[config.mk]
export PLATFORM = sky130hd
export DESIGN_NAME = rvc_asap_5pl_dmem_arb
export DESIGN_NICKNAME = d
export VERILOG_FILES = /design/src/rtl/rvc_asap_5pl_dmem_arb.sv
export SDC_FILE = /design/constraint.sdc
export NUM_CORES = 1
export LEC_CHECK = 0
export CORE_AREA = 5 5 117 119
export CTS_CLUSTER_DIAMETER = 100
export DETAILED_ROUTE_END_ITERATION = 7
export DIE_AREA = 0 0 122 124
export HOLD_SLACK_MARGIN = 0.05
export SYNTH_ARGS = -nofsm -noshare
export SYNTH_HDL_FRONTEND = slang
export SYNTH_SLANG_ARGS = --single-unit
[constraint.sdc]
create_clock -name Clock -period 4.25 [get_ports Clock]
set_input_delay 0.85 -clock Clock [delete_from_list [all_inputs] [get_ports Clock]]
set_output_delay 0.85 -clock Clock [all_outputs]
set_load 0.02 [all_outputs]
[src/rtl/rvc_asap_5pl_dmem_arb.sv]
// Data-memory port arbiter: core memory stage vs. debug/backdoor port, 1-cycle read return.
// Optional starvation guard for the debug port: define RVC_ASAP_ARB_STARVE_EN.
module rvc_asap_5pl_dmem_arb #(
  parameter int MAX_WAIT = 8,
  parameter int ADDR_W   = 32
) (
  input  logic              Clock,
  input  logic              Rst,
  input  logic              CoreReq,
  input  logic              CoreWrEn,
  input  logic [ADDR_W-1:0] CoreAddr,
  input  logic [31:0]       CoreWrData,
  input  logic [3:0]        CoreByteEn,
  output logic              CoreGnt,
  output logic [31:0]       CoreRdData,
  output logic              CoreRdValid,
  input  logic              DbgReq,
  input  logic              DbgWrEn,
  input  logic [ADDR_W-1:0] DbgAddr,
  input  logic [31:0]       DbgWrData,
  input  logic [3:0]        DbgByteEn,
  input  logic              DbgLock,
  output logic              DbgGnt,
  output logic [31:0]       DbgRdData,
  output logic              DbgRdValid,
  output logic              MemRdEn,
  output logic [3:0]        MemWrEn,
  output logic [ADDR_W-1:0] MemAddr,
  output logic [31:0]       MemWrData,
  input  logic [31:0]       MemRdData
);

  typedef enum logic {ST_ARB = 1'b0, ST_LOCKED = 1'b1} state_t;

  state_t state, state_nxt;
  logic   core_gnt, dbg_gnt;
  logic   dbg_starved;
  logic   win_wr;
  logic   rd_vld_p1, rd_dbg_p1;

`ifdef RVC_ASAP_ARB_STARVE_EN
  logic [7:0] wait_cnt;

  function automatic logic [7:0] sat_inc(input logic [7:0] v);
    return (v >= 8'(MAX_WAIT)) ? 8'(MAX_WAIT) : v + 8'd1;
  endfunction

  // Counts consecutive denied debug cycles; any grant or idle debug cycle clears it.
  always_ff @(posedge Clock or posedge Rst) begin
    if (Rst) begin
      wait_cnt <= 8'd0;
    end else if (DbgReq && !dbg_gnt) begin
      wait_cnt <= sat_inc(wait_cnt);
    end else begin
      wait_cnt <= 8'd0;
    end
  end

  assign dbg_starved = (wait_cnt == 8'(MAX_WAIT));
`else
  localparam int unused_max_wait = MAX_WAIT;
  assign dbg_starved = 1'b0;
`endif

  always_ff @(posedge Clock or posedge Rst) begin
    if (Rst) begin
      state <= ST_ARB;
    end else begin
      state <= state_nxt;
    end
  end

  always_comb begin
    state_nxt = state;
    case (state)
      ST_ARB:    if (dbg_gnt && DbgLock) state_nxt = ST_LOCKED;
      ST_LOCKED: if (!DbgLock)           state_nxt = ST_ARB;
      default:                           state_nxt = ST_ARB;
    endcase
  end

  // Grants are combinational so a winner reaches memory in its request cycle; reset kills them at once.
  always_comb begin
    core_gnt = 1'b0;
    dbg_gnt  = 1'b0;
    if (!Rst) begin
      case (state)
        ST_ARB: begin
          if (DbgReq && (!CoreReq || dbg_starved)) begin
            dbg_gnt = 1'b1;
          end else begin
            core_gnt = CoreReq;
          end
        end
        ST_LOCKED: dbg_gnt = DbgReq;
        default: begin
          core_gnt = 1'b0;
          dbg_gnt  = 1'b0;
        end
      endcase
    end
  end

  assign CoreGnt   = core_gnt;
  assign DbgGnt    = dbg_gnt;
  assign win_wr    = dbg_gnt ? DbgWrEn : CoreWrEn;
  assign MemAddr   = dbg_gnt ? DbgAddr : CoreAddr;
  assign MemWrData = dbg_gnt ? DbgWrData : CoreWrData;
  assign MemRdEn   = (core_gnt || dbg_gnt) && !win_wr;
  assign MemWrEn   = {4{(core_gnt || dbg_gnt) && win_wr}} & (dbg_gnt ? DbgByteEn : CoreByteEn);

  // Stage p1: read data returns one cycle after the grant, tagged with its owner.
  always_ff @(posedge Clock or posedge Rst) begin
    if (Rst) begin
      rd_vld_p1 <= 1'b0;
      rd_dbg_p1 <= 1'b0;
    end else begin
      rd_vld_p1 <= MemRdEn;
      if (MemRdEn) rd_dbg_p1 <= dbg_gnt;
    end
  end

  assign CoreRdValid = rd_vld_p1 && !rd_dbg_p1;
  assign DbgRdValid  = rd_vld_p1 && rd_dbg_p1;
  assign CoreRdData  = MemRdData;
  assign DbgRdData   = MemRdData;

endmodule
# --- After elaboration in Yosys (flattened, before gate mapping) ---
# Index checks and enable logic that the tools add are counted.
op_classes:
  n_mux: 13
  n_bitwise: 2
  reduce_logical: 10
ops:
  columns: ["operator", "count"]
  rows:
  - ["$mux W32", 2]
  - ["$mux W1", 8]
  - ["$logic_and A1 B1 Y1", 6]
  - ["$and A4 B4 Y4", 1]
  - ["$mux W4", 1]
  - ["$pmux W1 S2", 2]
  - ["$logic_not A1 Y1", 3]
  - ["$logic_or A1 B1 Y1", 1]
  - ["$not A1 Y1", 1]
word_totals:
  out_inout_bits: 137
  word_cells: 28
  regBits: 3

# --- Logic depth before layout (Yosys ltp) ---
depth:
  word_depth: 8
  mapped_depth: 7
  ltp_nobuf: 4

# --- Worst setup path before layout ---
# No wires, ideal clock.
synth_path:
  path_kind: "input to output"
  startpoint: "in Rst"
  endpoint: "out MemAddr[13]"
  t_arrival_ns: 1.809
  slack_ns: 1.591
  cell_stages: 6
  n_path_buf: 3
  cell_sequence: "buf_6 > nor2b_4 > nand2_2 > buf_6 > buf_6 > mux2_4"
synth_via:
  elab_chain_len: 2
synth_lines:
  columns: ["element", "line", "source"]
  rows:
  - ["start, declared", "8", "input logic Rst,"]
  - ["$mux W1", "86", "if (!Rst) begin"]
  - ["$mux W32", "107", "assign MemAddr = dbg_gnt ? DbgAddr : CoreAddr;"]
  - ["end, declared", "28", "output logic [ADDR_W-1:0] MemAddr,"]
# No other way between the ends.

# --- Final worst setup path ---
layout_path:
  startpoint: "in Rst"
  endpoint: "out MemAddr[31]"
# Same word-level chain as after synthesis.

==> tab_implementation.tex <==
\begin{tabular}{lr}
\hline
Metric & Value \\
\hline
\multicolumn{2}{l}{\textbf{Outcome}} \\
Status & completed \\
\multicolumn{2}{l}{\textbf{Clock network}} \\
Hold buffer count at cts & 0 \\
Number of H-tree levels & 1 \\
Post-CTS clock slew at the launch and capture registers of the worst setup and hold paths & 0.03 ns \\
Buffers inserted during post-CTS setup optimization & 0 \\
Number of buffers added by the clock tree synthesis step & 3 \\
Clk Tree Root Cell & clkbuf\_16 \\
Maximum number of buffers from clock root to sink & 2 \\
Number of gates given a new drive strength after cts & 0 \\
CTS tree & done \\
\# clock sinks & 3 \\
Clock latency at the later pin of the worst-skew pair & roughly 0.22 ns \\
\multicolumn{2}{l}{\textbf{Timing}} \\
Count of final setup violators & 0 \\
Clk\_skew & around 0.00020 ns \\
FMAX & roughly 260 MHz \\
Number of pins with negative max-slew slack in the final report & 0 \\
Headroom to the max-slew limit & around three quarters \\
Final Hold Fails & 0 \\
Post-layout minimum cycle time & approximately 3.8 ns \\
Portion of the clock cycle consumed by the worst path in the final layout & about nine tenths \\
Total Neg Setup Slack & 0 ns \\
RSZ-0062 raised after global routing & no \\
Worst Max-Slew Pin Slew & roughly 0.38 ns \\
\multicolumn{2}{l}{\textbf{Placed design}} \\
Placer Congestion & about 0.76 \\
Detailed placement HPWL & 6712 um \\
Input/output buffers & 215 \\
Area after DPL & between 3000 and 4000 um\^{}2 \\
\multicolumn{2}{l}{\textbf{Layout}} \\
Summed area of non-filler cells in the final layout & between 3000 and 4000 um\^{}2 \\
Fraction of layout instances using a drive strength above 1 & around 22\% \\
Inserted Diodes & 0 \\
Register cell area after layout & 75.07 um\^{}2 \\
Layout net count & between 400 and 500 \\
Filler Cells Inserted & between 1000 and 1500 \\
Area of the multi-input gates & between 1000 and 1500 um\^{}2 \\
Area added between synthesis and finish & 110.2\% \\
\multicolumn{2}{l}{\textbf{Setup path}} \\
Most frequent CP cell & clkdlybuf4s50\_1 \\
Worst setup path start & Rst \\
Startpoint Class & primary input \\
Setup Crit Path Kind & in -> out \\
Maximum net fanout on the critical path & 32 \\
Worst setup path endpoint & MemAddr[31] \\
R2R Path End & state \\
Critical path data required time & approximately 3.4 ns \\
Cells along the critical path & clkdlybuf4s50\_1 > nor2b\_4 > nand2\_4 > buf\_12 > mux2\_2 > clkdlybuf4s50\_1 \\
Launching point of the worst reg2reg path & state \\
Critical path's slowest cell & clkdlybuf4s50\_1 \\
Length in cells of the worst reg-to-reg path & 5 \\
Signal arrival time at the worst endpoint & about 3 ns \\
Critical Path Sink Type & output port \\
Delay of the slowest cell on the worst path & around 0.70 ns \\
Reg2Reg Setup Slack & about 2.8 ns \\
\multicolumn{2}{l}{\textbf{Floorplan}} \\
Row count & roughly 40 \\
Chip height & about 120 um \\
I/O Pins & around 310 \\
Floorplan core area & around 12000 um\^{}2 \\
Area of the die & roughly 15000 um\^{}2 \\
Starting utilization of the core area & $\sim$14\% \\
Die outline width & around 120 um \\
\multicolumn{2}{l}{\textbf{Power and ir drop}} \\
Leak Pwr & 1.527 nW \\
Share of power burned in combinational logic & 69.4\% \\
Switching part of the total power & between 20\% and 30\% \\
Share of total power in the clock network & around 25\% \\
Ratio of total power to cell area & about 160 nW/um\^{}2 \\
NetSw & 0.0001725 W \\
Internal portion of total power & around 0.00042 W \\
Portion of total power attributed to sequential cells & under 10\% \\
Maximum ir drop on the vdd rail & about 0.14 mV \\
\multicolumn{2}{l}{\textbf{GRT}} \\
Global routing usage summed across all routing layers & roughly 8.5\% \\
GRT overflow & 0 \\
Global-route wire length before repair & approximately 10000 um \\
Largest net degree at the start of global routing & 34 \\
Via count of the first global-routing pass & around 1800 \\
Initial antenna violation count & 0 \\
\multicolumn{2}{l}{\textbf{Drt}} \\
Count of antenna-violating nets left after detailed routing & 0 \\
Drt first pass iters & 4 \\
Via count & 1785 \\
Iter 0 DRT Violations & 57 \\
Vias per Instance & 3.628 \\
Remaining design rule violation count & 0 \\
Avg WL per Cell & 15.71 um \\
Total wirelength of the detailed-routed design & slightly below 8000 um \\
\multicolumn{2}{l}{\textbf{Synthesis}} \\
Number of enable flip-flop cells after synthesis & 0 \\
Synth cell count leaders & buf\_4, mux2\_4, mux2\_2 \\
Leading register cell type out of synthesis & dfrtp\_1 \\
Number of instances in the synthesized netlist & 172 \\
Number of distinct library cells after synthesis & 20 \\
\#FFs+latches synth & 3 \\
Dominant cells by area after synthesis & mux2\_4, buf\_4, mux2\_2 \\
Async S/R FF share, synth & 100.0\% \\
Average instance area after synthesis & $\sim$10 um\^{}2 \\
Net count after synthesis & around 350 \\
Fraction of synthesized cell area taken by the top area cell type & 42.24\% \\
Most used standard cell by instance count after synthesis & buf\_4 \\
Ys Warns & 0 \\
Cell Area, Synth & about 1700 um\^{}2 \\
Seq/Total Area, Yosys & 4.310\% \\
Cell taking the most area after synthesis & mux2\_4 \\
\multicolumn{2}{l}{\textbf{Hold path}} \\
Classification of the worst-slack hold path & reg -> reg \\
\multicolumn{2}{l}{\textbf{Run}} \\
Max-cap violations & 0 \\
\hline
\end{tabular}
## metrics by stage
stage	utilization [%]	setup slack, ns	total power (W)	hold slack, ns	std cells
after floorplan	-	1.591	0.0002971	0.4921	172
after detailed placement	28.74	0.4409	0.0004469	0.5585	488
after global routing	29.37	0.3522	0.0006203	0.5836	492
after CTS	29.37	0.4454	0.0006008	0.5650	492
final	29.37	0.4461	0.0005932	0.5496	492
after global placement	28.74	0.5009	0.0004449	0.5542	488
## cells by family after synthesis
| kind of cell | Yosys count | synth area share [%] |
|---|---|---|
| AO/OA/AOI/OAI | 14 | 4.814 |
| buffers and inverters | 76 | 33.48 |
| flip-flops | 3 | 4.310 |
| multiplexers | 64 | 51.94 |
| AND/OR/NAND/NOR | 15 | 5.460 |
## sequential cells by signal (all words and copies together) (netlist names)
register / flops
state: 1
rd_vld_p1: 1
rd_dbg_p1: 1
## placed cells by master, fill, tap and decap left out, drive strengths merged, types with 3 or more instances in the layout
cell / instances
a211oi: 4
clkbuf: 4
clkdlybuf4s50: 215
dfrtp: 3
inv: 3
mux2: 64
nand2b: 3
nand3: 5
nor2b: 3
o21ai: 6
## worst min path at each step
| stage | slack, ns | to | cells after the start | from |
|---|---|---|---|---|
| 4_1_cts | 0.57 | state | 1 | state |
| 6_report | 0.55 | state | 1 | state |
| 5_1_grt | 0.58 | state | 1 | state |
| 3_5_place_dp | 0.56 | state | 1 | state |
| 2_1_floorplan | 0.49 | state | 1 | state |
| 3_3_place_gp | 0.55 | state | 1 | state |
## critical path, delay by kind of cell
kind                   cells  cell delay, ns
multiplexers               1            0.37
buffers and inverters      3            1.48
AND/OR/NAND/NOR            2            0.22
## power groups by stage
| stage | combinational, W | clock (W) | sequential, W |
|---|---|---|---|
| 2_1_floorplan | 0.000264 | 0 | 0.0000328 |
| 3_3_place_gp | 0.000411 | 0 | 0.0000337 |
| 3_5_place_dp | 0.000413 | 0 | 0.0000338 |
| 4_1_cts | 0.000416 | 0.000152 | 0.0000335 |
| 5_1_grt | 0.000431 | 0.000156 | 0.0000337 |
| 6_report | 0.000412 | 0.000148 | 0.0000333 |
## metal layers
metal	track usage, %	share of wire [%]	up-vias
met5	0	0	-
li1	-	-	827
met2	14.47	46	154
met3	4.360	15	5
met1	9.896	39	799
met4	1.120	0.17	0
## layout make-up
type	instances	area share, %
clock buffer	4	2.153
inverter	3	0.3076
multi-input combinational	93	29.73
sequential	3	2.051
tap	172	5.878
timing repair buffer	217	59.88
(Power assumes the default switching activity.)
